===== src/rtl/mem_stage_pkg.sv =====
`default_nettype none
// ============================================================================
// Module : mem_stage_pkg
// Brief  : Shared types, transfer-size constants and byte-mask helper for
//          the MEM stage.
// Rev    : 1.0  initial release
// ============================================================================
package mem_stage_pkg;

    typedef enum logic [0:0] {
        IDLE = 1'b0,
        WAIT = 1'b1
    } state_t;

    localparam logic [3:0] XFER_B = 4'd1;
    localparam logic [3:0] XFER_H = 4'd2;
    localparam logic [3:0] XFER_W = 4'd4;
    localparam logic [3:0] XFER_D = 4'd8;

    // Unsupported size codes behave as a doubleword access.
    function automatic logic [7:0] size_mask(input logic [3:0] xfer_size);
        case (xfer_size)
            XFER_B:  size_mask = 8'h01;
            XFER_H:  size_mask = 8'h03;
            XFER_W:  size_mask = 8'h0F;
            default: size_mask = 8'hFF;
        endcase
    endfunction

endpackage
`default_nettype wire


===== src/rtl/load_formatter.sv =====
`default_nettype none
// ============================================================================
// Module : load_formatter
// Brief  : Selects the addressed byte lane of read data and zero-extends it
//          to the full data width according to the transfer size.
// Rev    : 1.0  initial release
// ============================================================================
module load_formatter
    import mem_stage_pkg::*;
#(
    parameter int DATA_W = 64
) (
    input  logic [DATA_W-1:0] i_rdata,
    input  logic [2:0]        i_lane,
    input  logic [3:0]        i_size,
    output logic [DATA_W-1:0] o_data
);

    logic [DATA_W-1:0] w_shifted;
    logic [7:0]        w_mask;

    // Bytes that would fall past the 8-byte lane are dropped, not wrapped.
    always_comb begin
        w_shifted = i_rdata >> {i_lane, 3'b000};
        w_mask    = size_mask(i_size);
        o_data    = '0;
        for (int i = 0; i < 8; i++) begin
            if (w_mask[i] && ((i + int'(i_lane)) < 8)) begin
                o_data[i*8 +: 8] = w_shifted[i*8 +: 8];
            end
        end
    end

endmodule
`default_nettype wire


===== src/rtl/mem_stage_access.sv =====
`default_nettype none
// ============================================================================
// Module : mem_stage_access
// Brief  : MEM stage: req/ack data-memory access with stall, timeout bus
//          error, load formatting and MEM/WB registers.
//          Optional MISALIGN_TRAP_EN: misaligned accesses fault instead of
//          being lane-truncated.
// Rev    : 1.0  initial release
// ============================================================================
module mem_stage_access
    import mem_stage_pkg::*;
#(
    parameter int TIMEOUT = 16,
    parameter int DATA_W  = 64,
    parameter int REG_W   = 5
) (
    input  logic              clk,
    input  logic              reset,
    input  logic              MemMem2Reg,
    input  logic              MemRegWrite,
    input  logic              MemMemWrite,
    input  logic              MemMemRead,
    input  logic [3:0]        Memxfer_size,
    input  logic [REG_W-1:0]  MemAw,
    input  logic [DATA_W-1:0] MemALUOut,
    input  logic [DATA_W-1:0] MemDb,
    output logic              dm_req,
    output logic              dm_we,
    output logic [DATA_W-1:0] dm_addr,
    output logic [DATA_W-1:0] dm_wdata,
    output logic [7:0]        dm_be,
    input  logic              dm_ack,
    input  logic [DATA_W-1:0] dm_rdata,
    output logic              stall,
    output logic              bus_err,
    output logic              WbMem2Reg,
    output logic              WbRegWrite,
    output logic [REG_W-1:0]  WbAw,
    output logic [DATA_W-1:0] WbALUOut,
    output logic [DATA_W-1:0] WbRdata
);

    localparam int CNT_W = (TIMEOUT > 2) ? $clog2(TIMEOUT) : 1;
    localparam logic [CNT_W-1:0] c_cnt_max = CNT_W'(TIMEOUT - 1);

    state_t            r_state;
    logic [CNT_W-1:0]  r_cnt;
    logic [2:0]        r_lane;
    logic [3:0]        r_size;

    logic              w_memop;
    logic              w_fault;
    logic              w_bubble;
    logic [2:0]        w_lane;
    logic [7:0]        w_be;
    logic [DATA_W-1:0] w_wdata;
    logic [DATA_W-1:0] w_addr_al;
    logic [DATA_W-1:0] w_fmt;

    assign w_lane    = MemALUOut[2:0];
    assign w_memop   = MemMemRead | MemMemWrite;
    assign w_be      = size_mask(Memxfer_size) << w_lane;
    assign w_wdata   = MemDb << {w_lane, 3'b000};
    assign w_addr_al = {MemALUOut[DATA_W-1:3], 3'b000};

`ifdef MISALIGN_TRAP_EN
    logic [7:0] w_smask;
    assign w_smask = size_mask(Memxfer_size);
    // {m[7],m[3],m[1]} is (size-1) for the four legal sizes.
    assign w_fault = w_memop && (r_state == IDLE) &&
                     (|(w_lane & {w_smask[7], w_smask[3], w_smask[1]}));
`else
    assign w_fault = 1'b0;
`endif

    assign stall = !reset &&
                   (((r_state == IDLE) && w_memop && !w_fault) ||
                    ((r_state == WAIT) && !dm_ack));
    assign w_bubble = stall || w_fault;

    always_ff @(posedge clk or posedge reset) begin
        if (reset) begin
            r_state  <= IDLE;
            r_cnt    <= '0;
            r_lane   <= '0;
            r_size   <= '0;
            dm_req   <= 1'b0;
            dm_we    <= 1'b0;
            dm_addr  <= '0;
            dm_wdata <= '0;
            dm_be    <= '0;
            bus_err  <= 1'b0;
        end else begin
            case (r_state)
                IDLE: begin
                    if (w_memop && !w_fault) begin
                        r_state  <= WAIT;
                        r_cnt    <= '0;
                        r_lane   <= w_lane;
                        r_size   <= Memxfer_size;
                        dm_req   <= 1'b1;
                        dm_we    <= MemMemWrite;
                        dm_addr  <= w_addr_al;
                        dm_wdata <= w_wdata;
                        dm_be    <= w_be;
                    end else if (w_fault) begin
                        bus_err  <= 1'b1;
                    end
                end
                WAIT: begin
                    if (dm_ack || (r_cnt == c_cnt_max)) begin
                        r_state  <= IDLE;
                        r_cnt    <= '0;
                        dm_req   <= 1'b0;
                        dm_we    <= 1'b0;
                        dm_addr  <= '0;
                        dm_wdata <= '0;
                        dm_be    <= '0;
                        if (!dm_ack) begin
                            bus_err <= 1'b1;
                        end
                    end else begin
                        r_cnt <= r_cnt + 1'b1;
                    end
                end
                default: r_state <= IDLE;
            endcase
        end
    end

    load_formatter #(
        .DATA_W (DATA_W)
    ) u_fmt (
        .i_rdata (dm_rdata),
        .i_lane  (r_lane),
        .i_size  (r_size),
        .o_data  (w_fmt)
    );

    // MEM/WB: controls are squashed while stalled or faulting.
    always_ff @(posedge clk or posedge reset) begin
        if (reset) begin
            WbMem2Reg  <= 1'b0;
            WbRegWrite <= 1'b0;
            WbAw       <= '0;
            WbALUOut   <= '0;
            WbRdata    <= '0;
        end else begin
            WbMem2Reg  <= w_bubble ? 1'b0 : MemMem2Reg;
            WbRegWrite <= w_bubble ? 1'b0 : MemRegWrite;
            WbAw       <= MemAw;
            WbALUOut   <= MemALUOut;
            WbRdata    <= w_fmt;
        end
    end

endmodule
`default_nettype wire


===== config.mk =====
export PLATFORM = sky130hd
export DESIGN_NAME = mem_stage_access
export DESIGN_NICKNAME = d
export VERILOG_FILES = /design/src/rtl/mem_stage_pkg.sv /design/src/rtl/load_formatter.sv /design/src/rtl/mem_stage_access.sv
export SDC_FILE = /design/constraint.sdc
export NUM_CORES = 1
export LEC_CHECK = 0
export BUFFER_PORTS_ARGS = -buffer_cell sky130_fd_sc_hd__buf_2
export CORE_UTILIZATION = 25
export CTS_CLUSTER_SIZE = 12
export DETAILED_ROUTE_END_ITERATION = 12
export GPL_ROUTABILITY_DRIVEN = 0
export PLACE_DENSITY_LB_ADDON = 0.2
export SLEW_MARGIN = 15
export SYNTH_ARGS = -nofsm -noshare
export SYNTH_HDL_FRONTEND = slang
export SYNTH_SLANG_ARGS = --single-unit

===== constraint.sdc =====
create_clock -name clk -period 19.95 [get_ports clk]
set_input_delay 3.99 -clock clk [delete_from_list [all_inputs] [get_ports clk]]
set_output_delay 3.99 -clock clk [all_outputs]
set_load 0.03 [all_outputs]

==> results.sh, run 1 <==
export IMPL_status="finished clean"
export IMPL_cts_tree="built"
export IMPL_worstPathArrival_ns=4.98
export IMPL_skew_ns=0.02159
export IMPL_cp_end_kind="primary output"
export IMPL_r2r_start="r_state$_DFF_PP0_"
export IMPL_post_synth_cell_area_avg_sq_um=11.85
export IMPL_cts_root_buf="clkbuf_16"
export IMPL_yosys_top_cells_area="dfrtp_1 58%, a22o_1 5.6%, mux2i_1 5.1%"
export IMPL_seq_area_frac_synth_pct=57.81
export IMPL_path_clk_slew_ns=0.06
export IMPL_grt_setup_unrepaired="false"
export IMPL_pwr_share_comb_pct=36.1
export IMPL_ys_types=51
export IMPL_synthCells=1034
export IMPL_finalCriticalPeriod_ns=8.966
export IMPL_critPathLaunchType="input pin"
export IMPL_max_cap_violations=0
export IMPL_ctsHoldBuffers=0
export IMPL_track_usage_pct=17.91
export IMPL_timing_final_crit_share_pct=44.94
export IMPL_rrSetupSlack_ns=17.09
export IMPL_hold_violations=0
export IMPL_power_density_nw_per_um2=135.3
export IMPL_slew_violations=0
export IMPL_cts_htree_levels=2
export IMPL_grt_antenna_before_repair=23
export IMPL_crit_required_ns=15.96
export IMPL_core_area_sq_um=48050
export IMPL_synth_top_cell_area_share_pct=57.81
export IMPL_area_delta_synth_final_pct=33.64
export IMPL_viasPerCell=4.847
export IMPL_drtAntennaViolNets=0
export IMPL_clock_power_share_pct=29.9
export IMPL_hold_worst_slack_ns=0.4681
export IMPL_tns_ns=0
export IMPL_max_freq_ghz=0.1115
export IMPL_grt_pass1_wl_microns=67370
export IMPL_endpoint="stall"
export IMPL_cts_buffers=35
export IMPL_clock_sinks=283
export IMPL_switching_share_pct=39.03
export IMPL_fillers=4860
export IMPL_ys_async_sr_fraction_pct=100.0
export IMPL_p_int_mw=1.350
export IMPL_ys_ff_latch=283
export IMPL_synth_edf_count=0
export IMPL_fin_nets=1693
export IMPL_dpl_hpwl_microns=33020
export IMPL_vias=10310
export IMPL_wl_microns=45660
export IMPL_die_y_microns=223.4
export IMPL_grt_overflow=0
export IMPL_rr_endpoint="dm_wdata[58]$_DFFE_PP0P_"
export IMPL_worstMarginPinSlew_ns=1.070
export IMPL_initial_core_util_pct=25.50
export IMPL_drcViolationCount=0
export IMPL_wl_per_cell_microns=21.47
export IMPL_synth_common_cells="283 x dfrtp_1, 122 x nand2_1, 79 x a22o_1"
export IMPL_drt_first_pass_iters=4
export IMPL_pin_count=483
export IMPL_grt_max_degree=134
export IMPL_drtIter0Drc=713
export IMPL_drive_above_1_share_pct=40.24
export IMPL_chipWidth_microns=223.4
export IMPL_ir_drop_v=0.00005160
export IMPL_reg2reg_depth=5
export IMPL_static_leakage_power_nw=8.124
export IMPL_yosysWarnings=0
export IMPL_ctsLongestPathBuffers=3
export IMPL_io_buffers=479
export IMPL_die_area_sq_um=49890
export IMPL_post_cts_resize_count=0
export IMPL_crit_fanout=10
export IMPL_p_total_mw=2.215
export IMPL_cts_setup_buffers=0
export IMPL_hp_class="flop to flop"
export IMPL_synth_area_sq_um=12250
export IMPL_path_class="input pin to primary output"
export IMPL_yosys_area_top_type="dfrtp_1"
export IMPL_synthFlopType="dfrtp_1"
export IMPL_power_frac_seq_pct=34.0
export IMPL_p_switching_mw=0.8643
export IMPL_startpoint="MemMemWrite"
export IMPL_setup_viol=0
export IMPL_slew_limit_headroom_pct=28.50
export IMPL_grt_pass1_vias=10490
export IMPL_yosysMostFrequentCell="dfrtp_1"
export IMPL_insertion_delay_ns=0.54
export IMPL_final_util_pct=34.08
export IMPL_rows=80
[worst max-delay path: stages]
cell and delay, ns:
buf_2 0.13, o21bai_2 0.45, a21oi_1 0.18, buf_2 0.22
[metal layers]
metal	vias up	track usage [%]	share of wire, %
met5	-	0	0.43
met4	34	4.883	2.2
met3	97	6.190	7.8
met2	352	30.41	50
met1	5140	21.46	40
li1	4687	-	-
[sequential cells by signal, indices dropped and copies added, names as in the netlist]
| name | flops |
|---|---|
| dm_wdata | 64 |
| r_size | 4 |
| r_lane | 3 |
| dm_be | 8 |
| dm_we | 1 |
| WbRdata | 64 |
| bus_err | 1 |
| r_state | 1 |
| dm_addr | 61 |
| WbMem2Reg | 1 |
| WbAw | 5 |
| r_cnt | 4 |
| WbRegWrite | 1 |
| WbALUOut | 64 |
| dm_req | 1 |
[logic make-up (layout without fill, tap and decap cells)]
family                   count (synthesis)  after routing  synth area share (%)
other                                    1              9               0.03061
multiplexers                           111            111                 11.78
XOR/XNOR                                 3              3                0.2145
flip-flops                             283            283                 57.81
adder cells (fa/ha/maj)                  1              1                0.1021
buffers and inverters                   90            560                 3.534
AND/OR/NAND/NOR                        260            260                 9.570
AO/OA/AOI/OAI                          285            285                 16.96
[worst min-delay path by stage]
stage / slack [ns] / startpoint / cells after the start / to
after floorplan: 0.47 / r_cnt[2]$_DFFE_PP0P_ / 1 / r_cnt[2]$_DFFE_PP0P_
after global placement: 0.45 / dm_wdata[40]$_DFFE_PP0P_ / 2 / dm_wdata[40]$_DFFE_PP0P_
after detailed placement: 0.46 / dm_wdata[40]$_DFFE_PP0P_ / 2 / dm_wdata[40]$_DFFE_PP0P_
after CTS: 0.47 / dm_be[3]$_DFFE_PP0P_ / 1 / dm_be[3]$_DFFE_PP0P_
after global routing: 0.48 / bus_err$_DFFE_PP0P_ / 1 / bus_err$_DFFE_PP0P_
final: 0.47 / dm_wdata[44]$_DFFE_PP0P_ / 2 / dm_wdata[44]$_DFFE_PP0P_
[per-stage QoR]
| stage | cells | cell area (sq um) | setup WS [ns] |
|---|---|---|---|
| after floorplan | 1036 | 12260 | 8.153 |
| after global placement | 2062 | 15170 | 10.96 |
| after detailed placement | 2062 | 15170 | 10.95 |
| after CTS | 2121 | 16350 | 10.95 |
| after global routing | 2123 | 16360 | 10.83 |
| final | 2127 | 16370 | 10.98 |
[placed cells by master, fill, tap and decap left out, types with 3 or more instances in the layout]
cell / count
nor2b_1: 14
nand3b_1: 8
o22ai_1: 3
a221o_1: 10
mux2i_1: 62
nand2b_1: 6
inv_1: 5
and3_1: 4
nor3_1: 18
a22o_1: 79
clkbuf_16: 36
nand3_1: 4
dfrtp_1: 281
o22a_1: 7
nor2_1: 59
and2_1: 15
a21oi_1: 44
mux2_2: 25
buf_4: 14
a32o_1: 10
a211oi_1: 22
bufinv_16: 5
buf_2: 478
clkbuf_8: 4
diode_2: 6
o2bb2ai_1: 3
clkbuf_1: 9
a32oi_1: 8
a22oi_1: 19
o211ai_1: 17
nand2_1: 122
conb_1: 3
o21ai_0: 52
mux4_2: 24
[power groups by stage]
stage | clock, mW | sequential, mW | combinational [mW]
2_1_floorplan | 0 | 0.977 | 0.315
3_3_place_gp | 0 | 0.762 | 0.807
3_5_place_dp | 0 | 0.762 | 0.809
4_1_cts | 0.685 | 0.754 | 0.810
5_1_grt | 0.708 | 0.767 | 0.853
6_report | 0.662 | 0.754 | 0.799
[final cells by class]
class | instances | area, sq um | area share (%)
flip-flops and latches | 283 | 7087 | 43.29
multi-input cells | 663 | 4772 | 29.15
repair buffers | 493 | 2509 | 15.32
clock buffers | 49 | 989.7 | 6.045
well taps | 615 | 769.5 | 4.700
clock inverters | 10 | 192.7 | 1.177
inverters | 8 | 37.54 | 0.2293
diodes | 6 | 15.01 | 0.09171
Power figures use the tool's default switching activity.
==> run 2: changes to the inputs <==
--- a/config.mk
+++ b/config.mk
@@ -5,6 +5,7 @@
 export SDC_FILE = /design/constraint.sdc
 export NUM_CORES = 1
 export LEC_CHECK = 0
+export ABC_AREA = 1
 export BUFFER_PORTS_ARGS = -buffer_cell sky130_fd_sc_hd__buf_2
 export CORE_UTILIZATION = 25
 export CTS_CLUSTER_SIZE = 12
==> constraint.sdc (replaced) <==
create_clock -name clk -period 8.2 [get_ports clk]
set_input_delay 1.64 -clock clk [delete_from_list [all_inputs] [get_ports clk]]
set_output_delay 1.64 -clock clk [all_outputs]
set_load 0.03 [all_outputs]
==> run 2 against run 1 <==
Register-to-register slack got worse by 12 ns; cell area decreased by 0.84%; clock skew decreased by 0.0046 ns; sequential power increased by 140%; die area decreased by 0.21%; first-iteration DRC count increased by 7.4%; largest power group unchanged; routed wire length increased by 2.7%; synthesized cell count increased by 31%; count of clock-buffer cells in the layout increased by 3; worst setup slack got worse by 7.5 ns; clock power increased by 130%; critical path type unchanged; sequential share of layout area increased by 0.34 points; largest cell class unchanged.
==> results.sh, run 2 <==
export IMPL_status="finished clean"
export IMPL_multi_input_area_sq_um=4462
export IMPL_place_inst=2375
export IMPL_worstMarginPinSlew_ns=1.108
export IMPL_power_density_nw_per_um2=318.4
export IMPL_routedLengthMet1_microns=19460
export IMPL_place_ws_ns=3.456
export IMPL_top_regs="WbALUOut: 64 flops, WbRdata: 64 flops, dm_wdata: 64 flops"
export IMPL_reg2reg_depth=6
export IMPL_post_synth_cell_area_avg_sq_um=9.049
export IMPL_setup_viol=0
export IMPL_static_leakage_power_nw=8.627
export IMPL_yosys_area_top_type="dfrtp_1"
export IMPL_path_clk_slew_ns=0.05
export IMPL_cp_top_family="buffers and inverters"
export IMPL_worstPathArrival_ns=3.03
export IMPL_route_met3_wl_microns=3720
export IMPL_die_area_sq_um=49790
export IMPL_max_freq_ghz=0.2142
export IMPL_synthCells=1351
export IMPL_path_cells="buf_2, clkinvlp_4, o21ai_0, inv_1, buf_2"
export IMPL_drcViolationCount=0
export IMPL_wl_microns=46890
export IMPL_max_cap_violations=0
export IMPL_track_usage_pct=18.58
export IMPL_startpoint="reset"
export IMPL_fillers=5078
export IMPL_rrSetupSlack_ns=5.06
export IMPL_cts_tree="built"
export IMPL_seq_area_sq_um=7083
export IMPL_cts_htree_levels=2
export IMPL_ctsHoldBuffers=0
export IMPL_wl_per_cell_microns=19.20
export IMPL_insertion_delay_ns=0.53
export IMPL_top_layer="met5"
export IMPL_post_cts_resize_count=0
export IMPL_synth_common_cells="406 x nand2_1, 283 x dfrtp_1, 124 x o21ai_0"
export IMPL_critPathLaunchType="input pin"
export IMPL_cp_common_cell="buf_2"
export IMPL_cts_buffers=35
export IMPL_pin_count=483
export IMPL_grt_pass1_wl_microns=70710
export IMPL_slew_violations=0
export IMPL_rows=80
export IMPL_drive_above_1_share_pct=32.33
export IMPL_skew_ns=0.01700
export IMPL_cts_root_buf="clkbuf_16"
export IMPL_slew_limit_headroom_pct=26.08
export IMPL_grt_overflow=0
export IMPL_yosysMostFrequentCell="nand2_1"
export IMPL_grt_antenna_before_repair=7
export IMPL_fin_nets=2006
export IMPL_initial_core_util_pct=25.50
export IMPL_layout_commonest_cell="buf_2"
export IMPL_final_cells=2442
export IMPL_crit_fanout=35
export IMPL_grt_setup_unrepaired="false"
export IMPL_max_stage_delay_ns=0.56
export IMPL_drtIter0Drc=766
export IMPL_rr_endpoint="WbRdata[9]$_DFF_PP0_"
export IMPL_ctsLongestPathBuffers=3
export IMPL_seq_area_frac_synth_pct=57.93
export IMPL_cp_end_kind="primary output"
export IMPL_cts_setup_buffers=0
export IMPL_io_buffers=479
export IMPL_chipWidth_microns=223.1
export IMPL_grt_max_degree=78
export IMPL_drt_first_pass_iters=5
export IMPL_hold_violations=0
export IMPL_postLayoutCellArea_sq_um=16230
export IMPL_ys_ff_latch=283
export IMPL_wl_met2_microns=22220
export IMPL_vias=11410
export IMPL_synth_top_cell_area_share_pct=57.93
export IMPL_finalCriticalPeriod_ns=4.668
export IMPL_synthFlopType="dfrtp_1"
export IMPL_area_delta_synth_final_pct=32.79
export IMPL_path_buf_inv=4
export IMPL_core_area_sq_um=47950
export IMPL_hp_class="flop to flop"
export IMPL_yosys_top_cells_area="dfrtp_1 58%, nand2_1 12%, a22o_1 5.4%"
export IMPL_cpMaxStageDelayCell="clkinvlp_4"
export IMPL_ys_async_sr_fraction_pct=100.0
export IMPL_path_depth=5
export IMPL_die_y_microns=223.1
export IMPL_r2r_start="r_lane[2]$_DFFE_PP0P_"
export IMPL_placed_cell_area_sq_um=15100
export IMPL_grt_pass1_vias=11510
export IMPL_synth_area_sq_um=12230
export IMPL_crit_required_ns=6.56
export IMPL_timing_final_ws_setup_ns=3.532
export IMPL_ys_types=39
export IMPL_drtAntennaViolNets=0
export IMPL_most_common_layout_cells="479 x buf_2, 406 x nand2_1, 282 x dfrtp_1"
export IMPL_dpl_hpwl_microns=34170
export IMPL_timing_final_crit_share_pct=56.92
export IMPL_yosysWarnings=0
export IMPL_synth_edf_count=0
export IMPL_path_class="input pin to primary output"
export IMPL_ir_drop_v=0.0001398
export IMPL_endpoint="stall"
export IMPL_clock_sinks=283
export IMPL_viasPerCell=4.671
-- run 2: cell types whose count changed after synthesis, sizes merged, moves of 19 or more --
cell	change
nand3	+94
mux2	-25
or2	+25
a22oi	-19
inv	+69
mux2i	-61
a21oi	-28
nor2	+24
a211oi	-22
mux4	-24
o21ai	+74
nand2	+287
o211ai	+23
-- run 2: power breakdown --
group          switching [mW]  total (mW)  internal [mW]
Clock                   0.596        1.50          0.903
Combinational            1.36        1.85          0.488
Sequential              0.154        1.82           1.67
Total                    2.11        5.17           3.06
-- run 2: cells by family after synthesis --
kind of cell	Yosys count	share of synthesized area (%)
multiplexers	1	0.08188
adder cells (fa/ha/maj)	1	0.1023
AO/OA/AOI/OAI	277	14.85
AND/OR/NAND/NOR	626	21.16
flip-flops	283	57.93
other	1	0.03067
XOR/XNOR	1	0.07165
buffers and inverters	161	5.772
-- run 2: routing by layer --
layer | track usage (%) | vias to the layer above
li1 | - | 5381
met1 | 23.06 | 5498
met2 | 30.16 | 442
met3 | 5.650 | 79
met4 | 7.164 | 6
met5 | 0 | -
-- run 2: final cells by class --
cell class,count,share of cell area (%)
repair buffers,492,15.37
clock inverters,10,0.5703
flip-flops and latches,283,43.63
inverters,76,1.780
multi-input cells,909,27.48
diodes,5,0.07707
well taps,615,4.740
clock buffers,52,6.351
-- run 2: how the worst min path moves through the flow --
stage	from	end	slack, ns	cells after the start
final	dm_req$_DFFE_PP0P_	dm_req$_DFFE_PP0P_	0.47	2
after global routing	dm_req$_DFFE_PP0P_	dm_req$_DFFE_PP0P_	0.50	2
after CTS	dm_req$_DFFE_PP0P_	dm_req$_DFFE_PP0P_	0.47	2
after global placement	dm_req$_DFFE_PP0P_	dm_req$_DFFE_PP0P_	0.46	2
after floorplan	r_size[2]$_DFFE_PP0P_	r_size[2]$_DFFE_PP0P_	0.48	2
after detailed placement	dm_req$_DFFE_PP0P_	dm_req$_DFFE_PP0P_	0.46	2
-- run 2: worst min-delay path: cells and delay by family (launching register included) --
kind / cells / cell delay, ns
and+or+nand+nor: 2 / 0.10
DFF: 1 / 0.34
-- run 2: through the flow --
step / util, % / setup TNS, ns / total power [mW] / hold WS [ns]
2_1_floorplan: - / -0.07908 / 3.057 / 0.4751
6_report: 33.86 / 0 / 5.168 / 0.4676
5_1_grt: 33.85 / 0 / 5.466 / 0.5040
4_1_cts: 33.83 / 0 / 5.240 / 0.4741
3_3_place_gp: 31.49 / 0 / 3.701 / 0.4575
3_5_place_dp: 31.49 / 0 / 3.700 / 0.4608
==> run 3: changes to the inputs <==
==> constraint.sdc (replaced) <==
create_clock -name clk -period 3.85 [get_ports clk]
set_input_delay 0.77 -clock clk [delete_from_list [all_inputs] [get_ports clk]]
set_output_delay 0.77 -clock clk [all_outputs]
set_load 0.03 [all_outputs]
==> run 3 against run 2 <==
Hold slack worse by 0.13 ns; sequential power is 110% higher; clock skew is 0.0042 ns lower; routed wire length is 2.0% higher; first-iteration DRC count is 9.5% higher; cell count is 0.37% higher; cell area is 1.1% higher; count of clock-buffer cells in the layout stayed put; core utilization is 0.37 points higher; die area stayed put; global-route usage is 0.41 points higher; critical path depth is 1 higher; critical endpoint unchanged.
==> results.sh, run 3 (synthesized netlist as in run 2, its figures left out) <==
export IMPL_cts_root_buf="clkbuf_16"
export IMPL_placed_cell_area_sq_um=15200
export IMPL_crit_fanout=7
export IMPL_hold_violations=0
export IMPL_wl_per_cell_microns=19.51
export IMPL_grt_busiest_layer="met2"
export IMPL_die_y_microns=223.1
export IMPL_track_usage_pct=18.98
export IMPL_insertion_delay_ns=0.53
export IMPL_ctsHoldBuffers=0
export IMPL_drt_first_pass_iters=5
export IMPL_cts_buffers=36
export IMPL_met3_usage_pct=5.057
export IMPL_timing_final_crit_share_pct=71.05
export IMPL_clock_sinks=283
export IMPL_wl_microns=47810
export IMPL_seq_area_sq_um=7083
export IMPL_core_area_sq_um=47950
export IMPL_rows=80
export IMPL_crit_required_ns=3.08
export IMPL_ir_drop_v=0.0002636
export IMPL_fillers=5036
export IMPL_max_freq_ghz=0.3656
export IMPL_critPathLaunchType="input pin"
export IMPL_drtAntennaViolNets=0
export IMPL_grt_pass1_vias=11640
export IMPL_met2_usage_pct=30.97
export IMPL_initial_core_util_pct=25.50
export IMPL_viasPerCell=4.707
export IMPL_drcViolationCount=0
export IMPL_grt_overflow=0
export IMPL_hold_worst_slack_ns=0.3399
export IMPL_multi_input_area_sq_um=4462
export IMPL_tns_ns=0
export IMPL_postLayoutCellArea_sq_um=16410
export IMPL_slew_limit_headroom_pct=32.52
export IMPL_path_class="input pin to primary output"
export IMPL_slew_violations=0
export IMPL_grt_setup_unrepaired="false"
export IMPL_status="finished clean"
export IMPL_top_regs="WbALUOut: 64 flops, WbRdata: 64 flops, dm_wdata: 64 flops"
export IMPL_worstPathArrival_ns=1.97
export IMPL_ctsLongestPathBuffers=3
export IMPL_fin_nets=2016
export IMPL_static_leakage_power_nw=8.720
export IMPL_chipWidth_microns=223.1
export IMPL_grt_use_met1_pct=24.13
export IMPL_cts_htree_levels=2
export IMPL_cp_end_kind="primary output"
export IMPL_skew_ns=0.01277
export IMPL_die_area_sq_um=49790
export IMPL_power_density_nw_per_um2=687.7
export IMPL_finalCriticalPeriod_ns=2.736
export IMPL_setup_viol=0
export IMPL_most_common_layout_cells="479 x buf_2, 406 x nand2_1, 282 x dfrtp_1"
export IMPL_max_cap_violations=0
export IMPL_area_delta_synth_final_pct=34.25
export IMPL_worstMarginPinSlew_ns=1.009
export IMPL_grt_max_degree=125
export IMPL_grt_pass1_wl_microns=71790
export IMPL_layout_commonest_cell="buf_2"
export IMPL_cts_setup_buffers=0
export IMPL_io_buffers=479
export IMPL_drtIter0Drc=839
export IMPL_cts_tree="built"
export IMPL_drive_above_1_share_pct=32.81
export IMPL_grt_antenna_before_repair=6
export IMPL_path_clk_slew_ns=0.06
export IMPL_hp_class="input pin to flop"
export IMPL_dpl_hpwl_microns=35090
export IMPL_pin_count=483
export IMPL_post_cts_resize_count=0
export IMPL_vias=11540
==> run 3: report_power, final <==
part,leakage (nW),switching (mW),internal (mW)
combinational,4.54,2.94,1.08
sequential,3.59,0.308,3.56
clock,0.590,1.33,2.07
total,8.72,4.58,6.71
==> run 3: critical path, stage by stage <==
cell     delay (ns)
buf_2          0.12
nor2_4         0.28
nor2_4         0.04
o21ai_0        0.43
inv_1          0.11
buf_2          0.20
==> run 3: through the flow <==
step / cells / util (%) / setup slack [ns] / power (mW)
4_1_cts: 2447 / 34.21 / 1.078 / 11.43
5_1_grt: 2450 / 34.23 / 0.9308 / 11.89
6_report: 2451 / 34.23 / 1.114 / 11.29
3_5_place_dp: 2384 / 31.71 / 1.112 / 7.952
2_1_floorplan: 1353 / - / -2.689 / 6.512
3_3_place_gp: 2384 / 31.71 / 1.088 / 7.949
==> run 3: routing by layer <==
layer / vias to the layer above / wire length [microns]
met4: 2 / 1411
met5: - / 13
li1: 5393 / -
met2: 489 / 22490
met1: 5582 / 20220
met3: 71 / 3680
==> run 3: path summary, 6_finish.rpt <==
| check | startpoint | to | slack (ns) | depth (start not counted) |
|---|---|---|---|---|
| max | MemMemWrite | stall | 1.11 | 6 |
| min in group asynchronous | reset | WbRdata[40]$_DFF_PP0_ | 0.47 | 3 |
| max in group asynchronous | reset | WbALUOut[7]$_DFF_PP0_ | 2.28 | 4 |
| min reg2reg | bus_err$_DFFE_PP0P_ | bus_err$_DFFE_PP0P_ | 0.48 | 1 |
| min | MemAw[2] | WbAw[2]$_DFF_PP0_ | 0.34 | 1 |
| max reg2reg | r_lane[1]$_DFFE_PP0P_ | WbRdata[21]$_DFF_PP0_ | 1.61 | 5 |
==> run 3: cell type report <==
class,instances,share of cell area (%)
Timing Repair Buffer,501,15.84
Multi-Input combinational cell,909,27.18
Clock buffer,52,6.541
Clock inverter,11,0.7699
Inverter,76,1.761
Tap cell,615,4.688
Antenna cell,4,0.06099
Sequential cell,283,43.15
